==> src/rtl/keypad_if.sv <==
// Keypad scanner bus: row sense in, column drive out, and the debounced key event outputs.
interface keypad_if;
  logic [3:0]  key_row;
  logic        clear;
  logic [3:0]  key_col;
  logic        key_valid;
  logic [3:0]  key_code;
  logic [31:0] key_value;

  modport master (
    output key_row, clear,
    input  key_col, key_valid, key_code, key_value
  );

  modport slave (
    input  key_row, clear,
    output key_col, key_valid, key_code, key_value
  );
endinterface

==> src/rtl/keypad_matrix_scan.sv <==
// 4x4 active-low keypad scanner with per-press debounce; accepted codes shift into a 32-bit value.
//   state       | meaning
//   ST_SCAN     | stepping columns once per scan tick, looking for a single low row
//   ST_DEBOUNCE | column held, counting consecutive ticks that match the latched row
//   ST_HOLD     | press accepted, column held until DEBOUNCE consecutive idle ticks
module keypad_matrix_scan #(
  parameter int SCAN_DIV = 16,
  parameter int DEBOUNCE = 4
) (
  input logic     sys_clk,
  input logic     sys_rst_n,
  keypad_if.slave bus
);

  typedef enum logic [1:0] {ST_SCAN, ST_DEBOUNCE, ST_HOLD} state_t;

  localparam logic [3:0]          DEB_LAST = 4'(DEBOUNCE - 1);
  localparam logic [3:0]          DEB_MAX  = 4'(DEBOUNCE);
  localparam logic [SCAN_DIV-1:0] CNT_ONE  = SCAN_DIV'(1);

  state_t               state;
  logic [3:0]           row_meta;
  logic [3:0]           rs;
  logic [SCAN_DIV-1:0]  scan_cnt;
  logic [1:0]           col;
  logic [1:0]           row_lat;
  logic [3:0]           deb_cnt;
  logic [3:0]           col_q;
  logic                 valid_q;
  logic [3:0]           code_q;
  logic [31:0]          value_q;

  logic                 tick;
  logic                 row_single;
  logic [1:0]           row_idx;
  logic                 row_match;
  logic                 accept;
  logic [3:0]           acc_code;

  function automatic logic [3:0] col_drive(input logic [1:0] c);
    return ~(4'b0001 << c);
  endfunction

  assign tick      = &scan_cnt;
  assign row_match = (rs == ~(4'b0001 << row_lat));
  assign accept    = tick && (state == ST_DEBOUNCE) && row_match && (deb_cnt == DEB_LAST);
  assign acc_code  = {row_lat, col};

  // Zero or multiple low rows are both treated as "no press" so ghosted combinations never register.
  always_comb begin
    row_single = 1'b0;
    row_idx    = 2'd0;
    case (rs)
      4'b1110: begin row_single = 1'b1; row_idx = 2'd0; end
      4'b1101: begin row_single = 1'b1; row_idx = 2'd1; end
      4'b1011: begin row_single = 1'b1; row_idx = 2'd2; end
      4'b0111: begin row_single = 1'b1; row_idx = 2'd3; end
      default: begin row_single = 1'b0; row_idx = 2'd0; end
    endcase
  end

  always_ff @(posedge sys_clk or negedge sys_rst_n) begin
    if (!sys_rst_n) begin
      state    <= ST_SCAN;
      row_meta <= 4'hF;
      rs       <= 4'hF;
      scan_cnt <= '0;
      col      <= 2'd0;
      row_lat  <= 2'd0;
      deb_cnt  <= 4'd0;
      col_q    <= 4'b1110;
      valid_q  <= 1'b0;
      code_q   <= 4'd0;
      value_q  <= 32'd0;
    end else begin
      row_meta <= bus.key_row;
      rs       <= row_meta;
      scan_cnt <= scan_cnt + CNT_ONE;
      valid_q  <= 1'b0;

      // Clear takes priority over a coincident press; the event itself still goes out.
      if (bus.clear)
        value_q <= 32'd0;
      else if (accept)
        value_q <= {value_q[27:0], acc_code};

      if (accept) begin
        valid_q <= 1'b1;
        code_q  <= acc_code;
      end

      if (tick) begin
        case (state)
          ST_SCAN: begin
            if (row_single) begin
              row_lat <= row_idx;
              deb_cnt <= 4'd1;
              state   <= ST_DEBOUNCE;
            end else begin
              col   <= col + 2'd1;
              col_q <= col_drive(col + 2'd1);
            end
          end
          ST_DEBOUNCE: begin
            if (row_match) begin
              if (deb_cnt == DEB_LAST) begin
                deb_cnt <= 4'd0;
                state   <= ST_HOLD;
              end else begin
                deb_cnt <= deb_cnt + 4'd1;
              end
            end else begin
              deb_cnt <= 4'd0;
              state   <= ST_SCAN;
            end
          end
          ST_HOLD: begin
            if (rs == 4'hF) begin
              if (deb_cnt + 4'd1 == DEB_MAX) begin
                deb_cnt <= 4'd0;
                col     <= col + 2'd1;
                col_q   <= col_drive(col + 2'd1);
                state   <= ST_SCAN;
              end else begin
                deb_cnt <= deb_cnt + 4'd1;
              end
            end else begin
              deb_cnt <= 4'd0;
            end
          end
          default: begin
            deb_cnt <= 4'd0;
            state   <= ST_SCAN;
          end
        endcase
      end
    end
  end

  assign bus.key_col   = col_q;
  assign bus.key_valid = valid_q;
  assign bus.key_code  = code_q;
  assign bus.key_value = value_q;

endmodule
==> src/flat_wrapper.sv <==
// flat-port wrapper written by rule: the top's interface ports become plain ports
module keypad_matrix_scan_flat 
#(
  parameter int SCAN_DIV = 16,
  parameter int DEBOUNCE = 4
)
  (sys_clk, sys_rst_n, bus_key_row, bus_clear, bus_key_col, bus_key_valid, bus_key_code, bus_key_value);
  keypad_if bus_i ();
  input logic sys_clk;
  input logic sys_rst_n;
  input wire logic [$bits(bus_i.key_row)-1:0] bus_key_row;
  input wire logic [$bits(bus_i.clear)-1:0] bus_clear;
  output wire logic [$bits(bus_i.key_col)-1:0] bus_key_col;
  output wire logic [$bits(bus_i.key_valid)-1:0] bus_key_valid;
  output wire logic [$bits(bus_i.key_code)-1:0] bus_key_code;
  output wire logic [$bits(bus_i.key_value)-1:0] bus_key_value;
  assign bus_i.key_row = bus_key_row;
  assign bus_i.clear = bus_clear;
  assign bus_key_col = bus_i.key_col;
  assign bus_key_valid = bus_i.key_valid;
  assign bus_key_code = bus_i.key_code;
  assign bus_key_value = bus_i.key_value;
  keypad_matrix_scan #(.SCAN_DIV(SCAN_DIV), .DEBOUNCE(DEBOUNCE)) u_core (.sys_clk(sys_clk), .sys_rst_n(sys_rst_n), .bus(bus_i));
endmodule
==> config.mk <==
export PLATFORM = sky130hd
export DESIGN_NAME = keypad_matrix_scan_flat
export DESIGN_NICKNAME = d
export VERILOG_FILES = /design/src/rtl/keypad_if.sv /design/src/rtl/keypad_matrix_scan.sv /design/src/flat_wrapper.sv
export SDC_FILE = /design/constraint.sdc
export NUM_CORES = 1
export LEC_CHECK = 0
export ABC_AREA = 1
export ABC_CLOCK_PERIOD_IN_PS = 4140
export BUFFER_PORTS_ARGS = -buffer_cell sky130_fd_sc_hd__buf_2
export CAP_MARGIN = 5
export CORE_MARGIN = 5
export CORE_UTILIZATION = 45
export CTS_BUF_LIST = sky130_fd_sc_hd__clkbuf_2
export DETAILED_ROUTE_END_ITERATION = 8
export PLACE_DENSITY = 0.65
export SLEW_MARGIN = 0
export SYNTH_ARGS = -nofsm -noshare
export SYNTH_HDL_FRONTEND = slang
export SYNTH_SLANG_ARGS = --single-unit
==> constraint.sdc <==
create_clock -name sys_clk -period 4.14 [get_ports sys_clk]
set_input_delay 0.621 -clock sys_clk [delete_from_list [all_inputs] [get_ports sys_clk]]
set_output_delay 0.621 -clock sys_clk [all_outputs]
set_load 0.01 [all_outputs]
After elaboration in Yosys (flattened, before gate mapping)
Cells that the tools add are included.

Register bits after elaboration: 75. Latch bits: 0. Bits in writable memories: 0. Memory bits (read-only): 0. Input port bits: 7. Output and inout bits: 41. Logic and storage cells: 70. Memories kept: 0.

Add/subtract/negate cells: 3. Multipliers: 0. Div/mod/pow operators: 0. Order comparisons: 0. Equality and inequality tests: 15. Shifts and indexed selects: 2. Muxes and demuxes: 25. Bitwise logic cells: 2. Reductions and logical operators: 12.

Operators with widths (number): 32-bit two-way mux (2); 20-bit AND reduction (2); 4-bit two-way mux (8); 18-bit AND reduction (1); 17-bit AND reduction (1); 16-bit by 1-bit adder with 16-bit output, second input constant (1); 4-bit equality test, second input constant (4); 2-bit two-way mux (8); 16-bit AND reduction (1); 2-bit one-hot mux with 3 select lines (2); 4-bit one-hot mux with 3 select lines (1); 4-bit by 3-bit equality test with 1-bit output, second input constant (2); 4-bit inverter (2); 4-bit one-hot mux with 2 select lines (1); 1-bit by 2-bit << shifter with 4-bit output, first input constant (2); 2-bit by 1-bit inequality test with 1-bit output, second input constant (3); 4-bit by 1-bit adder with 4-bit output, second input constant (1); 4-bit by 2-bit equality test with 1-bit output, second input constant (1); 4-bit equality test (1); 2-bit one-hot mux with 2 select lines (1); 2-bit nonzero test (2); 4-bit OR reduction (1); 1-bit logical AND (3); 3-bit inequality test, second input constant (1); 6 further kinds (7).

Depth between registers and ports, before layout
Word-level depth: 7. Depth in mapped cells: 11. Mapped depth without buffers: 11.

Worst setup path before layout
No wires, ideal clock.

Path type: flip-flop to flip-flop. Start point: register u_core.scan_cnt[0]. End point: register u_core.code_q[0] (netlist: u_core.bus.key_code[0]). Library setup time: 0.120 ns. Arrival: 1.481 ns. Data required time: 4.020 ns. Setup slack: 2.539 ns. Cell stages (with the launch flop): 12. Path buffers: 1. Period minus slack after synthesis: 1.601 ns. Path through: dfrtp_1 -> ha_1 -> nand2_1 -> nor2_2 -> nand2_2 -> inv_2 -> nand2_4 -> nor2_8 -> nand2_4 -> buf_6 -> nand2_1 -> o21ai_2.

Word-level cells in the longest chain between the ends: 4.

RTL lines: start: declaration (RTL line keypad_matrix_scan.sv:24) `logic [SCAN_DIV-1:0] scan_cnt;`; start signal: assignment (RTL line keypad_matrix_scan.sv:78) `scan_cnt <= scan_cnt + CNT_ONE;`; 16-bit AND reduction (RTL line keypad_matrix_scan.sv:44) `assign tick = &scan_cnt;`; 1-bit logical AND (3 in series) (RTL line keypad_matrix_scan.sv:46) `assign accept = tick && (state == ST_DEBOUNCE) && row_match && (deb_cnt == DEB_LAST);`; end signal: assignment (RTL line keypad_matrix_scan.sv:89) `code_q <= acc_code;`; end: declaration (RTL line keypad_matrix_scan.sv:30) `logic [3:0] code_q;`.

No other way between the ends. A chain may end at the register's enable or synchronous reset.

Worst setup path in the final report
Start point: register u_core.rs[3]. End point: register u_core.code_q[1] (netlist: u_core.bus.key_code[1]).

Word-level cells in the longest chain between the ends: 3.

RTL lines: start: declaration (RTL line keypad_matrix_scan.sv:23) `logic [3:0] rs;`; start signal: assignment (RTL line keypad_matrix_scan.sv:77) `rs <= row_meta;`; 4-bit equality test (RTL line keypad_matrix_scan.sv:45) `assign row_match = (rs == ~(4'b0001 << row_lat));`; 1-bit logical AND (2 in series) (RTL line keypad_matrix_scan.sv:46).

No other way between the ends.

==> impl_metrics.py <==
metrics = {
    "global_route": {
        "antenna_found_initial": 0,
        "grt_pass1_wl_um": 11800,
        "first_global_vias": 2471,
        "grt_max_degree": 76,
        "grt_use_total_pct": 14.9,
        "overflow": 0,
    },
    "placed_design": {
        "dp_hpwl_um": 4510,
        "gp_congestion": 0.801,
        "place.port_buffers": 47,
        "placed_area_um2": 3780,
    },
    "sta": {
        "tns_ns": 0,
        "slew_headroom_pct": 39.9,
        "finalCriticalPeriod_ns": 2.42,
        "slew_violations": 0,
        "setup_viol": 0,
        "rsz0062_at_grt": "false",
        "tightest_slew_ns": 0.901,
        "hold_viol": 0,
        "fmax_ghz": 0.414,
        "post-route-period-util_pct": 58.4,
        "clock_skew_ns": 0.0293,
    },
    "critical_path": {
        "path_cells": "nand2_2 -> nand2_1 -> o21ai_1 -> nor2_4 -> nand2_2 -> nor2_4 -> nand2_4 -> nand2_1 -> o21ai_2",
        "critPathBufInv": 0,
        "worstSetupEndpointType": "register",
        "max_stage_delay_ns": 0.60,
        "r2r_slack_ns": 1.72,
        "cp_max_fo": 45,
        "cp.arrival_ns": 2.83,
        "ff2ff_path_depth": 9,
        "crit_family": "simple AND/OR/NAND/NOR gates",
        "start_kind": "register",
        "cp.required_ns": 4.55,
        "reg2reg_to": "u_core.bus.key_code[1]",
        "setup.worst_path.class": "reg -> reg",
        "slowest_stage": "dfstp_2",
        "r2r-start": "u_core.rs[3]",
    },
    "synthesis": {
        "ys_types": 29,
        "syn_inst": 380,
        "yosysSeqAreaShare_pct": 53.6,
        "syn_nets": 393,
        "ys_ff_latch": 75,
        "ys_warn_count": 0,
        "synth_area_per_cell_um2": 9.29,
        "synth_area_um2": 3530,
    },
    "floorplan": {
        "dieArea_um2": 9720,
        "start_util_pct": 45.9,
        "io_pins": 48,
        "num_rows": 32,
        "core_area_um2": 7690,
        "die_x_um": 98.6,
        "die_h_um": 98.6,
    },
    "pwr": {
        "ir_worst_vdd_mv": 0.168,
        "powerDensity_nw_per_um2": 313,
        "leakagePower_nw": 2.19,
    },
    "clock_network": {
        "ctsLongestPathBuffers": 2,
        "cts-htree-levels": 3,
        "cts_resized": 0,
        "post-cts-setup-buffer-count": 0,
        "cts_tree": "built",
        "cts_made_buffers": 9,
        "clkSinkCount": 75,
        "cts_root_buffer": "clkbuf_2",
        "cts_hold_buf": 0,
        "clk_latency_ns": 0.53,
        "clk_pin_slew_ns": 0.19,
    },
    "detailed_routing": {
        "via_per_inst": 4.93,
        "drc": 0,
        "first_pass_iters": 4,
        "routedWlPerCell_um": 12.8,
        "routed_wl_um": 6770,
        "ant_nets": 0,
        "via_count": 2609,
        "drtIter0Drc": 123,
    },
    "final_layout": {
        "layout_commonest_cell": "nand2_1",
        "nNetsFinal": 436,
        "antenna_cells": 0,
        "drive_above_1_share_pct": 24.4,
        "final_cell_mix": "nand2_1 (101), dfrtp_1 (64), buf_2 (46), nand3_1 (40), nand4_1 (38)",
        "final_area_um2": 3910,
        "nFillCells": 757,
        "area_growth_pct": 10.8,
    },
    "min_path": {
        "hold_end": "u_core.row_meta[1]",
        "hold_path_depth": 1,
        "min_from": "bus_key_row[1]",
        "hp-class": "in -> reg",
    },
    "status": {
        "outcome": "complete, no violations",
    },
    "job": {
        "drv_cap": 0,
    },
}
[power breakdown]
group          switching, mW  total, mW  internal [mW]
sequential           0.00304      0.744          0.741
clock                  0.252      0.445          0.193
combinational         0.0306     0.0366        0.00606
total                  0.285       1.23          0.940
[through the flow]
step | std cells | utilization [%] | worst slack (ns) | power, mW | hold slack, ns
after floorplan | 380 | - | 2.54 | 0.774 | 0.325
after global placement | 514 | 49.2 | 1.78 | 0.794 | 0.346
after detailed placement | 514 | 49.2 | 1.75 | 0.794 | 0.347
after CTS | 529 | 50.9 | 1.70 | 1.25 | 0.135
after global routing | 529 | 50.9 | 1.52 | 1.29 | 0.107
final | 529 | 50.9 | 1.72 | 1.23 | 0.176
[logic make-up (layout without fill, tap and decap cells)]
group / after synthesis / count (layout) / synth area share [%]
xor gates and xnor gates: 15 / 15 / 3.72
DFF: 75 / 75 / 53.6
buffers and inverters: 50 / 97 / 6.88
adders and majority gates: 6 / 6 / 2.13
and+or+nand+nor: 217 / 217 / 30.3
AOI/OAI and AO/OA: 17 / 17 / 3.37
[per-layer routing]
| layer | GRT usage [%] | routed length (um) | vias to the layer above |
|---|---|---|---|
| li1 | - | - | 1338 |
| met1 | 20.1 | 3240 | 1216 |
| met2 | 22.5 | 3070 | 41 |
| met3 | 4.46 | 324 | 14 |
| met4 | 6.20 | 137 | 0 |
| met5 | 0 | 0 | - |
[cells in the mapped netlist]
cell type / count / area (um^2)
xor2_1: 10 / 87.6
nor2_2: 6 / 37.5
nand3_2: 2 / 20.0
nor3_1: 3 / 15.0
nor3_2: 1 / 10.0
inv_2: 5 / 18.8
inv_1: 30 / 113
nor3b_1: 1 / 7.51
nor2_1: 15 / 56.3
buf_2: 2 / 10.0
nand2_2: 3 / 18.8
nand2_4: 2 / 22.5
nor2_4: 3 / 33.8
dfrtp_1: 64 / 1600
dfstp_2: 11 / 289
ha_1: 6 / 75.1
a31o_2: 1 / 8.76
nand2_1: 101 / 379
buf_6: 7 / 78.8
o21ai_2: 8 / 70.1
clkbuf_1: 4 / 15.0
nand4_1: 38 / 238
xnor2_1: 5 / 43.8
buf_1: 2 / 7.51
nand3_1: 40 / 200
nand4_2: 1 / 12.5
o21ai_1: 5 / 25.0
nor2_8: 1 / 20.0
a21oi_1: 3 / 15.0
[sequential cells by signal (all words and copies together), names as in the netlist]
register / count
u_core.state: 2
u_core.deb_cnt: 4
u_core.scan_cnt: 16
u_core.bus.key_col: 4
u_core.bus.key_code: 4
u_core.bus.key_valid: 1
u_core.bus.key_value: 32
u_core.row_meta: 4
u_core.rs: 4
u_core.col: 2
u_core.row_lat: 2
[worst max path at each step]
stage | from | to | slack [ns] | cells past startpoint
final | u_core.rs[3] | u_core.bus.key_code[1] | 1.72 | 9
after global placement | u_core.rs[3] | u_core.bus.key_value[27] | 1.78 | 9
after global routing | u_core.rs[0] | u_core.bus.key_value[19] | 1.52 | 9
after CTS | u_core.rs[1] | u_core.bus.key_code[1] | 1.70 | 9
after detailed placement | u_core.rs[3] | u_core.bus.key_value[27] | 1.75 | 9
after floorplan | u_core.scan_cnt[0] | u_core.bus.key_code[0] | 2.54 | 11
[layout make-up]
| class | instances | area [um^2] | share of cell area [%] |
|---|---|---|---|
| Inverter | 35 | 131 | 3.36 |
| Clock inverter | 6 | 81.3 | 2.08 |
| Timing Repair Buffer | 47 | 238 | 6.08 |
| Multi-Input combinational cell | 255 | 1400 | 35.7 |
| Clock buffer | 9 | 45.0 | 1.15 |
| Sequential cell | 75 | 1890 | 48.4 |
| Tap cell | 102 | 128 | 3.26 |
Note: power is estimated with default switching activity, not from simulation.
